--- config.mk ---
export PLATFORM = sky130hd
export DESIGN_NAME = unsigned_array_multiplier_pipelined_flat
export DESIGN_NICKNAME = d
export VERILOG_FILES = /design/src/rtl/unsigned_array_multiplier_pipelined_if.sv /design/src/rtl/unsigned_array_multiplier_pipelined.sv /design/src/flat_wrapper.sv
export SDC_FILE = /design/constraint.sdc
export NUM_CORES = 1
export LEC_CHECK = 0
export CORE_ASPECT_RATIO = 0.75
export CORE_MARGIN = 10
export CORE_UTILIZATION = 30
export CTS_BUF_LIST = sky130_fd_sc_hd__clkbuf_4 sky130_fd_sc_hd__clkbuf_8 sky130_fd_sc_hd__clkbuf_16
export DETAILED_ROUTE_END_ITERATION = 10
export HOLD_SLACK_MARGIN = 0.03
export PLACE_DENSITY = 0.47
export SETUP_SLACK_MARGIN = 0.02
export SYNTH_ARGS = -nofsm -noshare
export SYNTH_HDL_FRONTEND = slang
export SYNTH_SLANG_ARGS = --single-unit
--- constraint.sdc ---
create_clock -name Clk_In -period 3.1 [get_ports Clk_In]
set_input_delay 0.31 -clock Clk_In [delete_from_list [all_inputs] [get_ports Clk_In]]
set_output_delay 0.31 -clock Clk_In [all_outputs]
set_load 0.1 [all_outputs]
--- src/rtl/unsigned_array_multiplier_pipelined_if.sv ---
`default_nettype none
// ============================================================================
// Module      : unsigned_array_multiplier_pipelined_if
// Description : Operand/result handshake bundle for the pipelined multiplier.
// Revision    : 1.0 - initial release
// ============================================================================
interface unsigned_array_multiplier_pipelined_if #(
  parameter int DATA_WIDTH = 8
) ();
  logic                    Clear_In;
  logic                    Data_Valid_In;
  logic                    Data_Ready_Out;
  logic [DATA_WIDTH-1:0]   Data_A_In;
  logic [DATA_WIDTH-1:0]   Data_B_In;
  logic                    Result_Valid_Out;
  logic                    Result_Ready_In;
  logic [2*DATA_WIDTH-1:0] Multiplied_Result_Out;
  logic                    Busy_Out;

  modport master (
    output Clear_In, Data_Valid_In, Data_A_In, Data_B_In, Result_Ready_In,
    input  Data_Ready_Out, Result_Valid_Out, Multiplied_Result_Out, Busy_Out
  );

  modport slave (
    input  Clear_In, Data_Valid_In, Data_A_In, Data_B_In, Result_Ready_In,
    output Data_Ready_Out, Result_Valid_Out, Multiplied_Result_Out, Busy_Out
  );
endinterface
`default_nettype wire

--- src/rtl/unsigned_array_multiplier_pipelined.sv ---
`default_nettype none
// ============================================================================
// Module      : unsigned_array_multiplier_pipelined
// Description : Streaming unsigned multiplier; partial products and each
//               adder-tree level are registered, one product per cycle.
//               UNSIGNED_MULT_OUTPUT_REG_EN adds one output register stage.
// Revision    : 1.0 - initial release
// ============================================================================
module unsigned_array_multiplier_pipelined #(
  parameter int DATA_WIDTH = 8
) (
  input  logic                                 Clk_In,
  input  logic                                 Reset_n_In,
  unsigned_array_multiplier_pipelined_if.slave bus
);

  localparam int c_PROD_W = 2 * DATA_WIDTH;
  localparam int c_TREE_K = $clog2(DATA_WIDTH);
  localparam int c_NODES  = 2 * DATA_WIDTH - 1;
`ifdef UNSIGNED_MULT_OUTPUT_REG_EN
  localparam int c_STAGES = c_TREE_K + 2;
`else
  localparam int c_STAGES = c_TREE_K + 1;
`endif

  logic [c_STAGES-1:0] r_valid;
  logic [c_PROD_W-1:0] r_node [c_NODES];
  logic [c_PROD_W-1:0] w_product;
  logic                w_advance;

  assign w_advance                 = !r_valid[c_STAGES-1] || bus.Result_Ready_In;
  assign bus.Data_Ready_Out        = w_advance;
  assign bus.Result_Valid_Out      = r_valid[c_STAGES-1];
  assign bus.Busy_Out              = |r_valid;
  assign bus.Multiplied_Result_Out = w_product;

  // Clear beats both advance and a simultaneous accept.
  always_ff @(posedge Clk_In or negedge Reset_n_In) begin
    if (!Reset_n_In) begin
      r_valid <= '0;
    end else if (bus.Clear_In) begin
      r_valid <= '0;
    end else if (w_advance) begin
      r_valid <= {r_valid[c_STAGES-2:0], bus.Data_Valid_In};
    end
  end

  // Complete binary tree in heap order: leaves DATA_WIDTH-1.. hold the
  // partial products, node n sums children 2n+1/2n+2, root is node 0.
  // Registering every node makes each tree level its own pipeline stage.
  always_ff @(posedge Clk_In or negedge Reset_n_In) begin
    if (!Reset_n_In) begin
      for (int n = 0; n < c_NODES; n++) begin
        r_node[n] <= '0;
      end
    end else if (w_advance) begin
      for (int n = 0; n < DATA_WIDTH - 1; n++) begin
        r_node[n] <= r_node[2*n+1] + r_node[2*n+2];
      end
      for (int i = 0; i < DATA_WIDTH; i++) begin
        r_node[DATA_WIDTH-1+i] <= bus.Data_B_In[i] ?
                                  (c_PROD_W'(bus.Data_A_In) << i) : '0;
      end
    end
  end

`ifdef UNSIGNED_MULT_OUTPUT_REG_EN
  logic [c_PROD_W-1:0] r_out;

  always_ff @(posedge Clk_In or negedge Reset_n_In) begin
    if (!Reset_n_In) begin
      r_out <= '0;
    end else if (w_advance) begin
      r_out <= r_node[0];
    end
  end

  assign w_product = r_out;
`else
  assign w_product = r_node[0];
`endif

endmodule
`default_nettype wire

--- src/flat_wrapper.sv ---
// flat-port wrapper written by rule: the top's interface ports become plain ports
module unsigned_array_multiplier_pipelined_flat 
#(
  parameter int DATA_WIDTH = 8
)
  (Clk_In, Reset_n_In, bus_Clear_In, bus_Data_Valid_In, bus_Data_A_In, bus_Data_B_In, bus_Result_Ready_In, bus_Data_Ready_Out, bus_Result_Valid_Out, bus_Multiplied_Result_Out, bus_Busy_Out);
  unsigned_array_multiplier_pipelined_if #(.DATA_WIDTH(DATA_WIDTH)) bus_i ();
  input  logic Clk_In;
  input  logic Reset_n_In;
  input wire logic [$bits(bus_i.Clear_In)-1:0] bus_Clear_In;
  input wire logic [$bits(bus_i.Data_Valid_In)-1:0] bus_Data_Valid_In;
  input wire logic [$bits(bus_i.Data_A_In)-1:0] bus_Data_A_In;
  input wire logic [$bits(bus_i.Data_B_In)-1:0] bus_Data_B_In;
  input wire logic [$bits(bus_i.Result_Ready_In)-1:0] bus_Result_Ready_In;
  output wire logic [$bits(bus_i.Data_Ready_Out)-1:0] bus_Data_Ready_Out;
  output wire logic [$bits(bus_i.Result_Valid_Out)-1:0] bus_Result_Valid_Out;
  output wire logic [$bits(bus_i.Multiplied_Result_Out)-1:0] bus_Multiplied_Result_Out;
  output wire logic [$bits(bus_i.Busy_Out)-1:0] bus_Busy_Out;
  assign bus_i.Clear_In = bus_Clear_In;
  assign bus_i.Data_Valid_In = bus_Data_Valid_In;
  assign bus_i.Data_A_In = bus_Data_A_In;
  assign bus_i.Data_B_In = bus_Data_B_In;
  assign bus_i.Result_Ready_In = bus_Result_Ready_In;
  assign bus_Data_Ready_Out = bus_i.Data_Ready_Out;
  assign bus_Result_Valid_Out = bus_i.Result_Valid_Out;
  assign bus_Multiplied_Result_Out = bus_i.Multiplied_Result_Out;
  assign bus_Busy_Out = bus_i.Busy_Out;
  unsigned_array_multiplier_pipelined #(.DATA_WIDTH(DATA_WIDTH)) u_core (.Clk_In(Clk_In), .Reset_n_In(Reset_n_In), .bus(bus_i));
endmodule
=== After elaboration in Yosys (flattened, before gate mapping) ===
Cells that the tools add are included.

* $add $sub $neg: 7
* Mux-type cells: 10
* Reductions and logical operators: 4

{| class="wikitable"
|+ Operators by type and width
! kind !! count
|-
| 16-bit adder || 7
|-
| 15-bit two-way mux || 1
|-
| 14-bit two-way mux || 1
|-
| 13-bit two-way mux || 1
|-
| 12-bit two-way mux || 1
|-
| 11-bit two-way mux || 1
|-
| 10-bit two-way mux || 1
|-
| 9-bit two-way mux || 1
|-
| 4-bit two-way mux || 2
|-
| 8-bit two-way mux || 1
|-
| 4-bit OR reduction || 1
|-
| 2-bit nonzero test || 1
|-
| 1-bit logical NOT || 1
|-
| 1-bit logical OR || 1
|}

* Register bits after elaboration: 244
* Bits of input ports: 21
* Output and inout port bits: 19
* Word-level logic and storage cells: 37

=== Logic depth before layout (Yosys ltp) ===
* Word-level depth: 4
* Mapped depth: 8

=== Worst setup path after synthesis ===
OpenSTA, ideal clock, no wires.

* Path type: register to output
* Start point: register u_core.r_valid[3]
* End point: output port bus_Data_Ready_Out
* Arrival time: 2.580 ns
* Required time: 2.790 ns
* Slack: 0.210 ns
* Cell stages (with the launch flop): 6
* Path buffers: 3
* Cells stage by stage: dfrtp_1 nor2b_1 clkbuf_1 inv_2 clkbuf_1 clkbuf_1

* Longest elaborated chain between the ends: 2

{| class="wikitable"
|+ Ends and longest elaborated chain
! element !! line !! RTL
|-
| from (decl) || unsigned_array_multiplier_pipelined.sv:26 || <nowiki>logic [c_STAGES-1:0] r_valid;</nowiki>
|-
| from (signal assigned) || unsigned_array_multiplier_pipelined.sv:44 || <nowiki>r_valid <= {r_valid[c_STAGES-2:0], bus.Data_Valid_In};</nowiki>
|-
| 1-bit logical NOT || unsigned_array_multiplier_pipelined.sv:31 || <nowiki>assign w_advance = !r_valid[c_STAGES-1] || bus.Result_Ready_In;</nowiki>
|-
| 1-bit logical OR || unsigned_array_multiplier_pipelined.sv:31 ||
|-
| to (decl) || flat_wrapper.sv:15 || <nowiki>output wire logic [$bits(bus_i.Data_Ready_Out)-1:0] bus_Data_Ready_Out;</nowiki>
|}

Every way passes these cells.

=== Final worst setup path ===
* Start point: register u_core.r_node (netlist bit u_core.bus.Multiplied_Result_Out[15])
* End point: output port bus_Multiplied_Result_Out[15]

{| class="wikitable"
|+ RTL lines
! element !! line !! RTL
|-
| from (decl) || unsigned_array_multiplier_pipelined.sv:27 || <nowiki>logic [c_PROD_W-1:0] r_node [c_NODES];</nowiki>
|-
| from (signal, indexed assignment) || unsigned_array_multiplier_pipelined.sv:58 || <nowiki>r_node[n] <= r_node[2*n+1] + r_node[2*n+2];</nowiki>
|-
| from (signal, indexed assignment) || unsigned_array_multiplier_pipelined.sv:61 || <nowiki>r_node[DATA_WIDTH-1+i] <= bus.Data_B_In[i] ?</nowiki>
|-
| to (decl) || flat_wrapper.sv:17 || <nowiki>output wire logic [$bits(bus_i.Multiplied_Result_Out)-1:0] bus_Multiplied_Result_Out;</nowiki>
|}

No word-level cell between the ends.

==> impl_metrics.csv <==
group,metric,value,unit
timing,finalSetupViolCount,0,
die,die_w,208,um
critical_path,cp-end-kind,"output pin",
clock_network,cts.sinks,149,
clock_network,cts_tree,"yes",
critical_path,cp.required,2790,ps
yosys,synthDistinctLibCells,50,
worst_hold_path,holdCritPathClass,"input pin to async pin",
grt,antenna_found_initial,0,
yosys,yosysMostFrequentCell,"nand2_1",
yosys,synth_flop_cell,"dfrtp_1",
detailed_routing,first_iter_violations,327,
power_and_ir_drop,p_per_area,746,nW/um^2
power_and_ir_drop,power,0.00680,W
placed_design,dpl.cell_count,1206,
grt,grt_max_degree,152,
critical_path,path_cells,"clkdlybuf4s50_1",
placed_design,dpl_cell_area,8520,um^2
placed_design,place_hpwl,13000,um
die,die_h,161,um
yosys,yosys-top-cells-count,"nand2_1 (246), dfrtp_1 (149), nand3_1 (66), a21oi_1 (56), ha_1 (53)",
detailed_routing,vias_per_cell,4.66,
timing,max_slew_margin,0.347,
critical_path,startpoint_type,"flop",
run,max_cap_viol_count,0,
grt,grt_most_used_layer,"met1",
detailed_routing,wl_per_cell,15.5,um
die,placementRows,51,
clock_network,cts_resized,0,
timing,final.min_clock_period,2250,ps
final_layout,nFillCells,2686,
timing,period_share,0.724,
grt,use_met3,0.0281,
die,initial_core_util,0.305,
timing,fin_tns_setup,0,ps
critical_path,crit_arrival,1940,ps
final_layout,stdcell_area,9120,um^2
placed_design,gp_congestion,0.745,
yosys,synth-edff-count,0,
yosys,synthCells,881,
yosys,ys.warnings.count,0,
grt,use_met2,0.152,
timing,max_freq,0.445,GHz
die,ioPinCount,40,
clock_network,cts-root-buf,"clkbuf_16",
final_layout,layout.nets,963,
clock_network,cts_buffers,17,
critical_path,r2r-start,"u_core.r_node[196]$_DFFE_PN0P_",
critical_path,criticalPathCategory,"flop to output pin",
critical_path,path_buf_inv,1,
timing,rsz0062_at_grt,"no",
timing,final-hold-violation-count,0,
clock_network,holdBufCountCts,1,
critical_path,reg2reg_slack,850,ps
yosys,synth_seq_area_share,0.471,
grt,grt_use_total,0.118,
grt,grt_pass1_wl,32300,um
clock_network,cts_buffer_depth,2,
detailed_routing,detail-route-antenna-nets,0,
critical_path,critPathCapture,"bus_Multiplied_Result_Out[15]",
timing,max_slew.worst_pin.slew,977,ps
yosys,ys_ff_latch,149,
critical_path,cp_top_family,"buffers and inverters",
clock_network,htreeDepth,4,
critical_path,worst_path_largest_cell_delay,1140,ps
power_and_ir_drop,p_leak,4.46,nW
detailed_routing,post-route-drc-count,0,
placed_design,port_buffers,39,
yosys,syn_area_per_cell,8.98,um^2
final_layout,fin_cells,1238,
die,core,26000,um^2
power_and_ir_drop,irDropWorstVdd,0.470,mV
detailed_routing,wl,19200,um
detailed_routing,via_count,5763,
yosys,async_flop_share,1.00,
timing,fin_skew,11.8,ps
clock_network,insertion_delay,430,ps
outcome,status,"completed",
critical_path,path_max_fanout,2,
yosys,yosysTopAreaCell,"dfrtp_1",
yosys,synthTopCellsByArea,"dfrtp_1 (47%), nand2_1 (12%), ha_1 (8.4%)",
final_layout,area_delta_synth_final,15.2,%
timing,drv_slew,0,
grt,use_met1,0.188,
critical_path,cp.depth,1,
critical_path,rr_worst_depth,7,
critical_path,r2r-end,"u_core.bus.Multiplied_Result_Out[14]$_DFFE_PN0P_",
detailed_routing,first_pass_iters,5,
die,die_area,33300,um^2
yosys,syn-cell-area,7920,um^2
grt,grt_remaining_overflow,0,
clock_network,clk_pin_slew,70,ps
critical_path,cp_slowest_cell,"clkdlybuf4s50_1",
yosys,synth_top_area_frac,0.471,
final_layout,drive_above_1_share,0.0582,
final_layout,n_antenna_cell,0,
grt,grt_pass1_vias,5760,
clock_network,post_cts_buffers,0,
yosys,syn_nets,962,
critical_path,crit_start,"u_core.bus.Multiplied_Result_Out[15]$_DFFE_PN0P_",
routing by layer:
layer,wire length (um),share of wire
met5,0,0
met3,739,0.038
met4,76,0.0040
met1,11100,0.58
met2,7340,0.38
placed cells by master, fill, tap and decap left out, types with 5 or more instances in the layout:
master / n
nand2_1: 246
dfrtp_1: 149
nand3_1: 66
a21oi_1: 56
ha_1: 53
o21ai_0: 44
nor2_1: 44
clkdlybuf4s50_1: 32
xor2_1: 23
clkbuf_16: 17
o31ai_1: 13
inv_1: 12
a211oi_1: 12
a21o_1: 12
nand2b_1: 12
xnor2_1: 11
buf_4: 8
fa_1: 7
a211o_1: 5
o211ai_1: 5
clkinv_2: 5
buf_12: 5
cell type report:
class                      instances  area, um^2  area share
multi-input combinational        654        3820       0.419
inverter                          13        51.3     0.00562
clock inverter                     9         101      0.0111
timing repair buffer              47         502      0.0550
tap                              344         430      0.0472
clock buffer                      22         488      0.0535
sequential                       149        3730       0.409
how the worst min path moves through the flow:
stage / cells after the start / from / slack [ps] / endpoint
3_3_place_gp: 1 / Reset_n_In / 360 / u_core.bus.Multiplied_Result_Out[15]$_DFFE_PN0P_
5_1_grt: 3 / bus_Data_Valid_In / 440 / u_core.r_valid[0]$_DFFE_PN0P_
3_5_place_dp: 1 / Reset_n_In / 360 / u_core.bus.Multiplied_Result_Out[15]$_DFFE_PN0P_
6_report: 2 / Reset_n_In / 440 / u_core.bus.Multiplied_Result_Out[15]$_DFFE_PN0P_
2_1_floorplan: 0 / Reset_n_In / 10 / u_core.bus.Multiplied_Result_Out[0]$_DFFE_PN0P_
4_1_cts: 3 / bus_Data_Valid_In / 420 / u_core.r_valid[0]$_DFFE_PN0P_
stage by stage:
step / worst slack [ps] / hold slack [ps] / util
2_1_floorplan: 210 / 14.4 / -
3_3_place_gp: 858 / 358 / 0.328
3_5_place_dp: 838 / 355 / 0.328
4_1_cts: 819 / 423 / 0.351
5_1_grt: 754 / 440 / 0.351
6_report: 855 / 441 / 0.351
state kept, by name, indices dropped and copies added (netlist names):
| register | count |
|---|---|
| u_core.bus.Multiplied_Result_Out | 16 |
| u_core.r_node | 129 |
| u_core.r_valid | 4 |
logic make-up (layout without fill, tap and decap cells):
kind of cell,count (synthesis),after routing,share of synthesized area
muxes,2,2,0.00253
adders and majority gates,60,60,0.101
buffers and inverters,78,91,0.0474
and+or+nand+nor,387,387,0.205
xor gates and xnor gates,34,34,0.0376
AOI/OAI and AO/OA,171,171,0.135
DFF,149,149,0.471
report_power, final:
part / switching, W / leakage, nW / internal (W) / total, W
registers: 0.000203 / 1.87 / 0.00226 / 0.00246
logic: 0.00148 / 2.29 / 0.000766 / 0.00225
clock network: 0.000823 / 0.295 / 0.00127 / 0.00209
total: 0.00251 / 4.46 / 0.00430 / 0.00680
worst reg2reg max path, delay by kind of cell (launching register included):
| family | cells | cell delay, ps |
|---|---|---|
| AND/OR/NAND/NOR | 1 | 90 |
| multiplexers | 1 | 70 |
| adder cells (fa/ha/maj) | 2 | 630 |
| flip-flops | 1 | 380 |
| AO/OA/AOI/OAI | 3 | 960 |
Power figures use the tool's default switching activity.
